===== config.mk =====
export PLATFORM = sky130hd
export DESIGN_NAME = kp_scan_ctrl
export DESIGN_NICKNAME = d
export VERILOG_FILES = /design/src/rtl/kp_pkg.sv /design/src/rtl/kpdecode.sv /design/src/rtl/kp_scan_ctrl.sv
export SDC_FILE = /design/constraint.sdc
export NUM_CORES = 1
export LEC_CHECK = 0
export CAP_MARGIN = 20
export CORE_ASPECT_RATIO = 0.5
export CORE_MARGIN = 2
export CORE_UTILIZATION = 55
export CTS_CLUSTER_DIAMETER = 50
export DETAILED_ROUTE_END_ITERATION = 6
export PLACE_DENSITY = 0.75
export SETUP_SLACK_MARGIN = 0.4
export SLEW_MARGIN = 10
export SYNTH_ARGS = -nofsm -noshare
export SYNTH_HDL_FRONTEND = slang
export SYNTH_SLANG_ARGS = --single-unit

===== constraint.sdc =====
create_clock -name clk -period 11.3 [get_ports clk]
set_input_delay 2.825 -clock clk [delete_from_list [all_inputs] [get_ports clk]]
set_output_delay 2.825 -clock clk [all_outputs]
set_load 0.02 [all_outputs]

===== src/rtl/kp_pkg.sv =====
// Shared types and constants for the 4x4 keypad scan controller.
package kp_pkg;

  typedef enum logic [1:0] {IDLE, DEBOUNCE, HELD, RELEASE} kp_state_t;

  typedef enum logic [1:0] {NONE, KEY, MULTI} kp_pass_t;

  typedef struct packed {
    kp_pass_t   kind;
    logic [3:0] code;
  } kp_pass_s;

  localparam logic [3:0] KP_COL0  = 4'b0111;
  localparam logic [3:0] KP_COL1  = 4'b1011;
  localparam logic [3:0] KP_COL2  = 4'b1101;
  localparam logic [3:0] KP_COL3  = 4'b1110;
  localparam logic [3:0] KP_NOKEY = 4'hF;

  // Legend indexed by {row, col}; row r is read on kpr[3-r].
  localparam logic [3:0] KP_MAP [16] = '{
    4'h1, 4'h2, 4'h3, 4'hA,
    4'h4, 4'h5, 4'h6, 4'hB,
    4'h7, 4'h8, 4'h9, 4'hC,
    4'hE, 4'h0, 4'hF, 4'hD
  };

  function automatic logic [3:0] kp_keymap(input logic [1:0] row, input logic [1:0] col);
    return KP_MAP[{row, col}];
  endfunction

endpackage


===== src/rtl/kpdecode.sv =====
// Combinational decode of one driven column and the synchronised rows into a key code.
module kpdecode
  import kp_pkg::*;
(
  input  logic [3:0] kpc,
  input  logic [3:0] kpr,
  output logic       kphit,
  output logic       kpmulti,
  output logic [3:0] num
);

  logic [1:0] col, row;
  logic       colok;
  logic [2:0] nlow;

  always_comb begin
    colok = 1'b1;
    col   = 2'd0;
    case (kpc)
      KP_COL0: col = 2'd0;
      KP_COL1: col = 2'd1;
      KP_COL2: col = 2'd2;
      KP_COL3: col = 2'd3;
      default: colok = 1'b0;
    endcase
    row  = 2'd0;
    nlow = 3'd0;
    // descending walk leaves the lowest pressed row in `row`
    for (int r = 3; r >= 0; r--) begin
      if (!kpr[3-r]) row = 2'(r);
      nlow = nlow + {2'b00, ~kpr[3-r]};
    end
    kphit   = colok && (nlow != 3'd0);
    kpmulti = colok && (nlow > 3'd1);
    num     = kphit ? kp_keymap(row, col) : KP_NOKEY;
  end

endmodule


===== src/rtl/kp_scan_ctrl.sv =====
// Keypad scanner: column drive, row sync, pass-level debounce, single-entry event register.
// Optional auto-repeat while held is compiled in with `define KP_REPEAT_EN.
module kp_scan_ctrl
  import kp_pkg::*;
#(
  parameter int SCAN_DIV   = 5000,
  parameter int DB_PASSES  = 4,
  parameter int REPEAT_DLY = 50,
  parameter int REPEAT_PER = 10
) (
  input  logic       clk,
  input  logic       reset_n,
  input  logic [3:0] kpr,
  output logic [3:0] kpc,
  output logic       key_valid,
  output logic [3:0] key_num,
  input  logic       key_ready,
  output logic       overrun,
  output logic       key_held
);

  localparam int DW = $clog2(SCAN_DIV);

  logic [DW-1:0] dwell;
  logic          tc, pass_end;
  logic [3:0]    rs1, rs2;
  logic          hit, multi;
  logic [3:0]    dnum;
  logic [1:0]    acc_n, col_n, tot_n;
  logic [2:0]    sum_n;
  logic [3:0]    acc_code;
  kp_pass_s      pres;
  logic          key_hit;
  kp_state_t     state, nstate;
  logic [3:0]    dbc, dbc_n, cand, cand_n;
  logic          emit, hs;

`ifdef KP_REPEAT_EN
  localparam int RW = $clog2(REPEAT_DLY + REPEAT_PER + 1);
  logic [RW-1:0] rpt, rpt_n;
`endif

  assign tc       = (dwell == DW'(SCAN_DIV - 1));
  assign pass_end = tc && (kpc == KP_COL3);

  always_ff @(posedge clk or negedge reset_n) begin
    if (!reset_n) begin
      dwell <= '0;
      kpc   <= KP_COL0;
      rs1   <= 4'hF;
      rs2   <= 4'hF;
    end else begin
      rs1   <= kpr;
      rs2   <= rs1;
      dwell <= tc ? '0 : dwell + DW'(1);
      if (tc) begin
        case (kpc)
          KP_COL0: kpc <= KP_COL1;
          KP_COL1: kpc <= KP_COL2;
          KP_COL2: kpc <= KP_COL3;
          default: kpc <= KP_COL0;
        endcase
      end
    end
  end

  kpdecode u_kpdecode (
    .kpc    (kpc),
    .kpr    (rs2),
    .kphit  (hit),
    .kpmulti(multi),
    .num    (dnum)
  );

  // Hit count saturates at 2: anything beyond one hit per pass is a ghost.
  always_comb begin
    col_n     = hit ? (multi ? 2'd2 : 2'd1) : 2'd0;
    sum_n     = {1'b0, acc_n} + {1'b0, col_n};
    tot_n     = (sum_n >= 3'd2) ? 2'd2 : sum_n[1:0];
    pres.kind = (tot_n == 2'd0) ? NONE : (tot_n == 2'd1) ? KEY : MULTI;
    pres.code = (acc_n != 2'd0) ? acc_code : dnum;
    key_hit   = (pres.kind == KEY);
  end

  always_ff @(posedge clk or negedge reset_n) begin
    if (!reset_n) begin
      acc_n    <= 2'd0;
      acc_code <= KP_NOKEY;
    end else if (tc) begin
      if (pass_end) begin
        acc_n    <= 2'd0;
        acc_code <= KP_NOKEY;
      end else begin
        acc_n <= tot_n;
        if (acc_n == 2'd0 && hit) acc_code <= dnum;
      end
    end
  end

  always_ff @(posedge clk or negedge reset_n) begin
    if (!reset_n) begin
      state <= IDLE;
      dbc   <= 4'd0;
      cand  <= 4'd0;
`ifdef KP_REPEAT_EN
      rpt   <= '0;
`endif
    end else begin
      state <= nstate;
      dbc   <= dbc_n;
      cand  <= cand_n;
`ifdef KP_REPEAT_EN
      rpt   <= rpt_n;
`endif
    end
  end

  // dbc counts confirming passes in DEBOUNCE and quiet passes in RELEASE.
  always_comb begin
    nstate = state;
    dbc_n  = dbc;
    cand_n = cand;
    emit   = 1'b0;
`ifdef KP_REPEAT_EN
    rpt_n  = rpt;
`endif
    if (pass_end) begin
      case (state)
        IDLE: begin
          if (key_hit) begin
            cand_n = pres.code;
            dbc_n  = 4'd1;
            if (DB_PASSES == 1) begin
              emit   = 1'b1;
              nstate = HELD;
            end else begin
              nstate = DEBOUNCE;
            end
          end
        end
        DEBOUNCE: begin
          if (!key_hit) begin
            nstate = IDLE;
            dbc_n  = 4'd0;
          end else if (pres.code == cand) begin
            dbc_n = dbc + 4'd1;
            if (dbc_n == 4'(DB_PASSES)) begin
              emit   = 1'b1;
              nstate = HELD;
            end
          end else begin
            cand_n = pres.code;
            dbc_n  = 4'd1;
          end
        end
        HELD: begin
          if (!key_hit) begin
            if (DB_PASSES == 1) begin
              nstate = IDLE;
              dbc_n  = 4'd0;
`ifdef KP_REPEAT_EN
              rpt_n  = '0;
`endif
            end else begin
              nstate = RELEASE;
              dbc_n  = 4'd1;
            end
          end
`ifdef KP_REPEAT_EN
          else begin
            // count wraps back to DLY so later repeats land every PER passes
            rpt_n = rpt + RW'(1);
            if (rpt_n == RW'(REPEAT_DLY + REPEAT_PER)) begin
              emit  = 1'b1;
              rpt_n = RW'(REPEAT_DLY);
            end else if (rpt_n == RW'(REPEAT_DLY)) begin
              emit = 1'b1;
            end
          end
`endif
        end
        RELEASE: begin
          if (!key_hit) begin
            dbc_n = dbc + 4'd1;
            if (dbc_n == 4'(DB_PASSES)) begin
              nstate = IDLE;
              dbc_n  = 4'd0;
`ifdef KP_REPEAT_EN
              rpt_n  = '0;
`endif
            end
          end else begin
            nstate = HELD;
          end
        end
        default: nstate = IDLE;
      endcase
    end
  end

  always_comb begin
    key_held = (state == HELD) || (state == RELEASE);
  end

  assign hs = key_valid && key_ready;

  always_ff @(posedge clk or negedge reset_n) begin
    if (!reset_n) begin
      key_valid <= 1'b0;
      key_num   <= 4'd0;
      overrun   <= 1'b0;
    end else begin
      if (emit && (!key_valid || hs)) begin
        key_valid <= 1'b1;
        key_num   <= cand_n;
      end else if (hs) begin
        key_valid <= 1'b0;
      end
      if (hs)                     overrun <= 1'b0;
      else if (emit && key_valid) overrun <= 1'b1;
    end
  end

endmodule


==> impl_metrics.tcl <==
set metrics [dict create \
    status "completed" \
    path_buf_inv 1 \
    synthXorXnorAreaFrac 0.05930 \
    drive_above_1_share 0.1195 \
    synth_edf_count 0 \
    fin_tns_setup_ns 0 \
    worstMarginPinSlew_ns 0.7137 \
    grt_pass1_vias 2029 \
    drt_iter0_markers 93 \
    numCtsBuffers 5 \
    synth_area_leader_cell "dfrtp_1" \
    critical_path.cell_chain "inv_1, ha_1, fa_1, ha_1, nor3_1, nor3_1, ha_1, fa_1, nor3b_1, nand3_1, nand4bb_1, nor4_2, mux2_2" \
    path_max_fanout 9 \
    dr.pass1.iters 5 \
    cts_sinks 47 \
    required_ns 11.48 \
    nets 316 \
    cts_htree_levels 2 \
    critPathMostFrequentCell "ha_1" \
    maxCapViolations 0 \
    start_kind "flip-flop" \
    root_buffer "clkbuf_8" \
    netlist.area_leader.share 0.2853 \
    regArea_um2 1195 \
    synthDistinctLibCells 57 \
    powerDensity_nw_per_um2 104.8 \
    num_io_pins 18 \
    diodes 0 \
    start_util 0.5716 \
    synth_nets 302 \
    yosysWarnings 0 \
    netlist_top_cells_count "dfrtp_1 (32), nor2_1 (24), nand2_1 (18)" \
    grt_max_degree 48 \
    die_x_um 105.0 \
    grt_pass1_wl_mm 9.011 \
    area_growth_pct 12.08 \
    io_buffers 17 \
    worstSkewPairLatency_ns 0.29 \
    ctsResizeCount 0 \
    drc 0 \
    cp_slowest_cell "nor3b_1" \
    post-route-min-period_ns 4.872 \
    synth-adder-area-share 0.08114 \
    cpPeakStageDelay_ns 0.62 \
    holdCritPathClass "flip-flop to flip-flop" \
    period_share 0.4311 \
    routed_wl_mm 5.249 \
    cts_hold_buf 0 \
    setup_viol 0 \
    rsz0062_at_grt "no" \
    peakVddDrop_mv 0.07782 \
    rows 18 \
    p_leak_nw 1.390 \
    synthSimpleGateAreaFrac 0.2006 \
    slew_viol_final 0 \
    crit_type "flip-flop to flip-flop" \
    fin_worst_skew_ns 0.005162 \
    ys_ff_latch 47 \
    post-cts-setup-buffer-count 0 \
    fmaxAchievable_mhz 205.3 \
    synth_flop_cell "dfrtp_1" \
    synth_top_family_by_area "simple AND/OR/NAND/NOR gates" \
    drt.antenna.violating_nets 0 \
    end_kind "flip-flop" \
    avgViaCountPerCell 5.736 \
    critPathArrivalTime_ns 5.05 \
    synthCells 278 \
    yosys-top-cells-area "dfrtp_1 (29%), dfstp_2 (14%), ha_1 (6.7%)" \
    cts_tree "built" \
    ys_async_sr_fraction 1.000 \
    path_delay_family "simple AND/OR/NAND/NOR gates" \
    synth.avg_cell_area_um2 10.10 \
    multi_input_area_um2 1485 \
    antenna_found_initial 0 \
    grt-ovfl-total 0 \
    place_congestion 0.8856 \
    muxShareOfSynthArea 0.04146 \
    core-area_um2 4910 \
    dp_hpwl_mm 3.961 \
    seq_area_frac_synth 0.4258 \
    hold_viol 0 \
    num_vias 2082 \
    grt.total_usage 0.1996 \
    fin_hold_ws_ns 0.3582 \
    post_drt_wl_per_cell_um 14.46 \
    fillers 401 \
    synth_compound_area_frac 0.1467 \
    synth_most_common_cell "dfrtp_1" \
    die_y_um 54.51 \
    netlist_area_um2 2806 \
    clk_pin_slew_ns 0.08 \
    relSlewSlack 0.5232 \
    clockBufferDepth 2 \
    die_area_um2 5725 \
]
==> routing by layer <==
metal | part of all wire | wire length [µm] | up-vias | GRT usage
met5 | 0 | 0 | - | 0
met4 | 0.0099 | 52 | 0 | 0.05333
met3 | 0.046 | 239 | 12 | 0.05000
met2 | 0.47 | 2442 | 54 | 0.3431
met1 | 0.48 | 2513 | 999 | 0.2605
li1 | - | - | 1017 | -
==> report_power, final <==
group,total (mW),switching [mW],internal (mW)
registers,0.172,0.000953,0.171
logic,0.0159,0.00983,0.00609
clock network,0.142,0.0536,0.0884
total,0.330,0.0644,0.265
==> flip-flops by register name, summed over array words and instances, names as in the netlist, named ones only <==
register   cells
dbc            4
overrun        1
acc_n          2
key_valid      1
state          1
rs2            4
kpc            4
dwell         13
acc_code       4
cand           4
key_num        4
rs1            4
==> area by class of cell <==
class,count,area share
Inverter,16,0.01909
Clock inverter,2,0.01909
Clock buffer,6,0.02307
Tap cell,70,0.02784
Timing Repair Buffer,18,0.05887
Multi-Input combinational cell,204,0.4722
Sequential cell,47,0.3799
==> cells by family after synthesis <==
family / count (synthesis)
fa+ha+maj: 17
compound gates: 54
simple gates: 103
buf+inv: 27
xor+xnor: 19
mux: 11
flops: 47
==> cells in the final DEF (no fill, tap or decap), types with 2 or more instances in the layout <==
| cell type | count |
|---|---|
| o32a_1 | 2 |
| xnor2_1 | 11 |
| and2_1 | 9 |
| and3_1 | 3 |
| fa_1 | 2 |
| nand2_1 | 18 |
| mux2_2 | 5 |
| o21ai_0 | 11 |
| nor2_1 | 24 |
| nand3_1 | 13 |
| o31ai_1 | 6 |
| and3b_1 | 2 |
| dfrtp_1 | 32 |
| inv_1 | 16 |
| nor3b_1 | 2 |
| o21ai_1 | 2 |
| clkbuf_8 | 5 |
| and4_1 | 2 |
| mux2i_1 | 6 |
| nor3_1 | 8 |
| nand2b_1 | 3 |
| and4b_1 | 2 |
| bufinv_16 | 2 |
| a21oi_1 | 15 |
| clkdlybuf4s50_1 | 16 |
| or3_1 | 2 |
| ha_1 | 15 |
| nand4_1 | 4 |
| or4_1 | 2 |
| dfstp_2 | 15 |
| xor2_1 | 8 |
| nor4b_1 | 3 |
==> stage by stage <==
| stage | instances | power (mW) | utilization | setup slack, ns | area [µm²] |
|---|---|---|---|---|---|
| floorplan | 278 | 0.1830 | - | 6.973 | 2806 |
| global placement | 354 | 0.1897 | 0.6096 | 6.664 | 2993 |
| detailed placement | 354 | 0.1902 | 0.6096 | 6.476 | 2993 |
| CTS | 362 | 0.3317 | 0.6366 | 6.451 | 3126 |
| global route | 363 | 0.3423 | 0.6407 | 6.095 | 3146 |
| finish | 363 | 0.3297 | 0.6407 | 6.428 | 3146 |
==> final timing paths <==
| check | depth (start not counted) | endpoint | slack (ns) | start |
|---|---|---|---|---|
| min in group asynchronous | 1 | dbc[3]$_DFFE_PN0P_ | 2.38 | reset_n |
| max in group asynchronous | 2 | rs1[3]$_DFF_PN1_ | 8.38 | reset_n |
| max | 13 | key_num[0]$_DFFE_PN0P_ | 6.43 | rs2[0]$_DFF_PN1_ |
| max reg2reg | 13 | key_num[0]$_DFFE_PN0P_ | 6.43 | rs2[0]$_DFF_PN1_ |
| min reg2reg | 0 | rs2[3]$_DFF_PN1_ | 0.36 | rs1[3]$_DFF_PN1_ |
| min | 0 | rs2[3]$_DFF_PN1_ | 0.36 | rs1[3]$_DFF_PN1_ |
No activity file was read; power rests on OpenSTA's default activity.
